[src/rtl/data_mem_master.sv]
// Load/store initiator port between the MEM stage and the DataMemory block-RAM wrapper.
// Optional misaligned-request rejection is enabled by defining DMEM_ALIGN_CHECK_EN.

module data_mem_master_chk (
    input  logic        Clock,
    input  logic        Reset_N,
    input  logic        Mem_En_R,
    input  logic        Mem_En_W,
    input  logic        Rsp_Valid,
    input  logic        Rsp_Ready,
    input  logic        Req_Ready,
    input  logic        Misalign_Err,
    input  logic [31:0] Rsp_RData
);

    a_en_exclusive: assert property (@(posedge Clock) disable iff (!Reset_N)
        !(Mem_En_R && Mem_En_W));

    a_en_r_pulse: assert property (@(posedge Clock) disable iff (!Reset_N)
        Mem_En_R |=> !Mem_En_R);

    a_rsp_hold: assert property (@(posedge Clock) disable iff (!Reset_N)
        (Rsp_Valid && !Rsp_Ready) |=> (Rsp_Valid && $stable(Rsp_RData)));

    a_rsp_drop: assert property (@(posedge Clock) disable iff (!Reset_N)
        (Rsp_Valid && Rsp_Ready) |=> !Rsp_Valid);

    a_ready_vs_rsp: assert property (@(posedge Clock) disable iff (!Reset_N)
        Rsp_Valid |-> !Req_Ready);

    a_err_quiet: assert property (@(posedge Clock) disable iff (!Reset_N)
        Misalign_Err |-> (!Mem_En_R && !Mem_En_W));

endmodule

module data_mem_master #(
    parameter int ADDR_W = 30,
    parameter int RD_LAT = 1
) (
    input  logic              Clock,
    input  logic              Reset_N,
    input  logic              Req_Valid,
    output logic              Req_Ready,
    input  logic              Req_Write,
    input  logic [31:0]       Req_Addr,
    input  logic [31:0]       Req_WData,
    output logic              Rsp_Valid,
    input  logic              Rsp_Ready,
    output logic [31:0]       Rsp_RData,
    output logic [ADDR_W-1:0] Mem_Addr,
    output logic              Mem_En_R,
    output logic              Mem_En_W,
    output logic [31:0]       Mem_Data_W,
    input  logic [31:0]       Mem_Data_R,
    output logic              Misalign_Err
);

    typedef enum logic [1:0] {
        ST_IDLE    = 2'd0,
        ST_RD_WAIT = 2'd1,
        ST_RD_HOLD = 2'd2
    } state_t;

    localparam logic [1:0] RD_LAT_C = 2'(RD_LAT);

    state_t            state_r;
    logic [1:0]        cnt_r;
    logic              req_ready_r;
    logic              rsp_valid_r;
    logic [31:0]       rsp_rdata_r;
    logic [ADDR_W-1:0] mem_addr_r;
    logic              mem_en_r_r;
    logic              mem_en_w_r;
    logic [31:0]       mem_data_w_r;
    logic              misalign_err_r;

    logic              accept_s;
    logic              misalign_s;
    logic              issue_s;

`ifndef DMEM_ALIGN_CHECK_EN
    logic              unused_addr_lo_s;
    assign unused_addr_lo_s = ^Req_Addr[1:0];
`endif

    generate
        if (ADDR_W < 30) begin : g_addr_hi
            logic unused_addr_hi_s;
            assign unused_addr_hi_s = ^Req_Addr[31:ADDR_W+2];
        end
    endgenerate

    // Request handshake and alignment qualification
    always_comb begin
        accept_s = Req_Valid & req_ready_r;
`ifdef DMEM_ALIGN_CHECK_EN
        misalign_s = (Req_Addr[1:0] != 2'b00);
`else
        misalign_s = 1'b0;
`endif
        issue_s = accept_s & ~misalign_s;
    end

    // Control FSM; every port-facing output is a register updated here
    always_ff @(posedge Clock or negedge Reset_N) begin
        if (!Reset_N) begin
            state_r        <= ST_IDLE;
            cnt_r          <= 2'd0;
            req_ready_r    <= 1'b0;
            rsp_valid_r    <= 1'b0;
            rsp_rdata_r    <= 32'h0000_0000;
            mem_addr_r     <= {ADDR_W{1'b0}};
            mem_en_r_r     <= 1'b0;
            mem_en_w_r     <= 1'b0;
            mem_data_w_r   <= 32'h0000_0000;
            misalign_err_r <= 1'b0;
        end else begin
            mem_en_r_r     <= 1'b0;
            mem_en_w_r     <= 1'b0;
            misalign_err_r <= accept_s & misalign_s;
            case (state_r)
                ST_IDLE: begin
                    if (issue_s) begin
                        mem_addr_r <= Req_Addr[ADDR_W+1:2];
                        if (Req_Write) begin
                            // Stores complete in one beat, so the port stays ready
                            mem_en_w_r   <= 1'b1;
                            mem_data_w_r <= Req_WData;
                            req_ready_r  <= 1'b1;
                        end else begin
                            mem_en_r_r  <= 1'b1;
                            cnt_r       <= 2'd0;
                            state_r     <= ST_RD_WAIT;
                            req_ready_r <= 1'b0;
                        end
                    end else begin
                        req_ready_r <= 1'b1;
                    end
                end
                ST_RD_WAIT: begin
                    req_ready_r <= 1'b0;
                    // cnt_r == RD_LAT marks edge E1+RD_LAT, when Mem_Data_R is valid
                    if (cnt_r == RD_LAT_C) begin
                        rsp_rdata_r <= Mem_Data_R;
                        rsp_valid_r <= 1'b1;
                        cnt_r       <= 2'd0;
                        state_r     <= ST_RD_HOLD;
                    end else begin
                        cnt_r <= cnt_r + 2'd1;
                    end
                end
                ST_RD_HOLD: begin
                    if (Rsp_Ready) begin
                        rsp_valid_r <= 1'b0;
                        req_ready_r <= 1'b1;
                        state_r     <= ST_IDLE;
                    end else begin
                        req_ready_r <= 1'b0;
                    end
                end
                default: begin
                    rsp_valid_r <= 1'b0;
                    cnt_r       <= 2'd0;
                    req_ready_r <= 1'b1;
                    state_r     <= ST_IDLE;
                end
            endcase
        end
    end

    assign Req_Ready    = req_ready_r;
    assign Rsp_Valid    = rsp_valid_r;
    assign Rsp_RData    = rsp_rdata_r;
    assign Mem_Addr     = mem_addr_r;
    assign Mem_En_R     = mem_en_r_r;
    assign Mem_En_W     = mem_en_w_r;
    assign Mem_Data_W   = mem_data_w_r;
    assign Misalign_Err = misalign_err_r;

    data_mem_master_chk u_chk (
        .Clock        (Clock),
        .Reset_N      (Reset_N),
        .Mem_En_R     (Mem_En_R),
        .Mem_En_W     (Mem_En_W),
        .Rsp_Valid    (Rsp_Valid),
        .Rsp_Ready    (Rsp_Ready),
        .Req_Ready    (Req_Ready),
        .Misalign_Err (Misalign_Err),
        .Rsp_RData    (Rsp_RData)
    );

endmodule
[config.mk]
export PLATFORM = sky130hd
export DESIGN_NAME = data_mem_master
export DESIGN_NICKNAME = d
export VERILOG_FILES = /design/src/rtl/data_mem_master.sv
export SDC_FILE = /design/constraint.sdc
export NUM_CORES = 1
export LEC_CHECK = 0
export BUFFER_PORTS_ARGS = -buffer_cell sky130_fd_sc_hd__buf_2
export CORE_ASPECT_RATIO = 0.75
export CORE_UTILIZATION = 45
export DETAILED_ROUTE_END_ITERATION = 10
export HOLD_SLACK_MARGIN = 0.12
export PLACE_DENSITY = 0.79
export RECOVER_POWER = 100
export REMOVE_ABC_BUFFERS = 1
export SLEW_MARGIN = 20
export SYNTH_ARGS = -nofsm -noshare
export SYNTH_HDL_FRONTEND = slang
export SYNTH_HIERARCHICAL = 1
export SYNTH_SLANG_ARGS = --single-unit
[constraint.sdc]
create_clock -name Clock -period 1.72 [get_ports Clock]
set_input_delay 0.172 -clock Clock [delete_from_list [all_inputs] [get_ports Clock]]
set_output_delay 0.172 -clock Clock [all_outputs]
set_load 0.01 [all_outputs]
==> flow_summary.ini <==
[global_routing]
grt_usage = 0.227
grt_pass1_vias = 3208
grt_max_degree = 46
antenna_found_initial = 0
grt.overflow.total = 0
grt_pass1_wl_um = 15600

[clock_network]
clockBufferDepth = 2
cts_tree = done
cts-root-buf = clkbuf_16
cts.reportedPaths.clkPinSlew_ps = 60
post-cts-setup-buffer-count = 0
clock_latency_ps = 330
htreeDepth = 3
numCtsBuffers = 9
clock_sinks = 102

[layout]
final_cell_count_no_fill = 640
final_common_cell = dfrtp_1
nFillCells = 597
n_antenna_cell = 0
layout.cells.most_common_list = dfrtp_1, clkbuf_1, dlygate4sd3_1, buf_2, mux2_1
nets = 629
utilization = 0.720
areaGrowthSynthToFinish_pct = 55.1
fin_area_um2 = 6110
drive_gt1_frac = 0.224

[setup_path]
critPathCaptureType = flop
crit_end = Mem_Data_W[14]
crit_path_start = state_r[1]
path_cells = and4bb_1 -> nand2_2 -> buf_12 -> mux2_1
arrival_ps = 1770
crit_buf_inv = 1
critPathRequiredTime_ps = 1920
crit_type = reg -> reg
crit_slowest_cell = dfrtp_1
ff2ff_path_depth = 4
cp_slowest_stage_delay_ps = 430
r2r-end = Mem_Data_W[14]
start_kind = flop
rrSetupSlack_ps = 150
timing.rr.start = state_r[1]
path_depth = 4
path_delay_family = simple AND/OR/NAND/NOR gates
crit_fanout = 33

[logic_synthesis]
syn_inst = 231
ys_warn_count = 6
synthTopCellsByArea = dfrtp_1, mux2_1, mux2_4
ys_seq_area_frac = 0.648
yosysTopAreaCell = dfrtp_1
synth_top_cell_area_share = 0.648
netlist_area_um2 = 3940
syn_avg_cell_area_um2 = 17.1
synth-seq-cells = 102
synth_cell_type_count = 22

[pwr]
p_leak_nw = 2.76
p_comb_frac = 0.355
power.total_mw = 9.83
max-vdd-ir-drop_uv = 884
p_sw_frac = 0.340
cell_internal_pwr_mw = 6.49
power_density_nw_per_um2 = 1610
p_switching_mw = 3.34
power_frac_seq = 0.436
p_clk_frac = 0.209

[placement]
dpl_cell_area_um2 = 5080
dp_hpwl_um = 5870
place_congestion = 0.721
preCtsSetupSlack_ps = 147
port_buffers = 196
dp_cells = 528

[die]
die_x_um = 110
die_height_um = 83.1
dieArea_um2 = 9140
rows = 29
core_area_um2 = 8490
initial_core_util = 0.464
io_pins = 200

[detailed_routing]
drtAntennaViolNets = 0
drt-total-wl_um = 9870
num_vias = 2986
drtPass1Iterations = 4
via_per_inst = 4.67
drt_iter0_drc = 62
drcViolationCount = 0
routedWlPerCell_um = 15.4

[sta]
period_needed_ps = 1570
slew_violations = 0
rsz0062_at_grt = no
setup_tns_ps = 0
max_freq_mhz = 638
hold_slack_ps = 194
finalSetupViolCount = 0
tightest_slew_ps = 947
hold_viol = 0
fin_skew_ps = 5.61
fin_ws_ps = 152
final.period_utilization = 0.912
slew_headroom = 0.369

[flow_run]
maxCapViolations = 0

[status]
status = finished, final reports clean

[hold_path]
hold-path-cell-count = 4
hp-class = in -> reg
min_from = Req_Valid
[synthesized netlist by cell type]
master	instances
conb_1	1
a31oi_1	1
mux2_4	29
o31ai_1	1
o21a_1	1
and4bb_1	1
buf_2	5
nand2_2	1
inv_2	1
a21oi_1	1
o21ai_0	1
nand2b_1	1
o21bai_1	1
a21o_1	2
o21ai_1	1
buf_4	4
nor2b_1	3
mux2_1	65
nand2_1	2
nor2_1	4
dfrtp_1	102
buf_6	3
[worst reg2reg max path, stage by stage (launching register included)]
cell      delay [ps]
dfrtp_1          430
and4bb_1         380
nand2_2          100
buf_12           180
mux2_1           350
[area by class of cell]
class / instances / area, um2 / area share
clock buffer: 11 / 233 / 0.0381
clock inverter: 4 / 72.6 / 0.0119
inverter: 1 / 3.75 / 0.000614
multi-input combinational: 116 / 1200 / 0.196
sequential: 102 / 2550 / 0.417
tap: 108 / 135 / 0.0221
timing repair buffer: 298 / 1920 / 0.314
[worst min-delay path by stage]
| stage | end | slack, ps |
|---|---|---|
| 2_1_floorplan | Mem_Addr[0] | -120 |
| 3_3_place_gp | Rsp_RData[11] | 50 |
| 3_5_place_dp | Rsp_RData[17] | 60 |
| 4_1_cts | Req_Ready | 180 |
| 5_1_grt | Req_Ready | 250 |
| 6_report | Req_Ready | 190 |
[flip-flops by register name, summed over array words and instances (netlist names), 2 cells and up]
| signal | flops |
|---|---|
| cnt_r | 2 |
| Mem_Addr | 30 |
| Mem_Data_W | 32 |
| Rsp_RData | 32 |
| state_r | 2 |
[logic make-up (layout without fill, tap and decap cells)]
group           count (synthesis)  after routing  synth area share
buf+inv                        13            314            0.0235
simple gates                   12             12            0.0168
flops                         102            102             0.648
other cells                     1              1          0.000951
compound gates                  9              9            0.0149
mux                            94             94             0.296
[power by group through the flow]
| stage | Sequential [mW] | Combinational, mW | Clock [mW] |
|---|---|---|---|
| 6_report | 4.29 | 3.49 | 2.06 |
| 5_1_grt | 4.44 | 3.83 | 2.21 |
| 4_1_cts | 4.22 | 4.13 | 2.12 |
| 3_5_place_dp | 4.22 | 3.96 | 0 |
| 3_3_place_gp | 4.17 | 3.83 | 0 |
| 2_1_floorplan | 4.78 | 1.60 | 0 |
[what timing repair did]
item / 4_1_cts / 5_1_grt
hold buffers: 97 / 0
gates resized for setup: 0 / 0
endpoints found under the hold margin: 198 / 0
setup endpoints to repair: 0 / 0
[routing by layer]
layer  up-vias  GRT usage  share of wire
li1       1403          -              -
met1      1440      0.269           0.41
met2       131      0.399           0.50
met3        12     0.0636          0.079
met4         0     0.0655          0.012
met5         -          0              0
(Power assumes the default switching activity.)
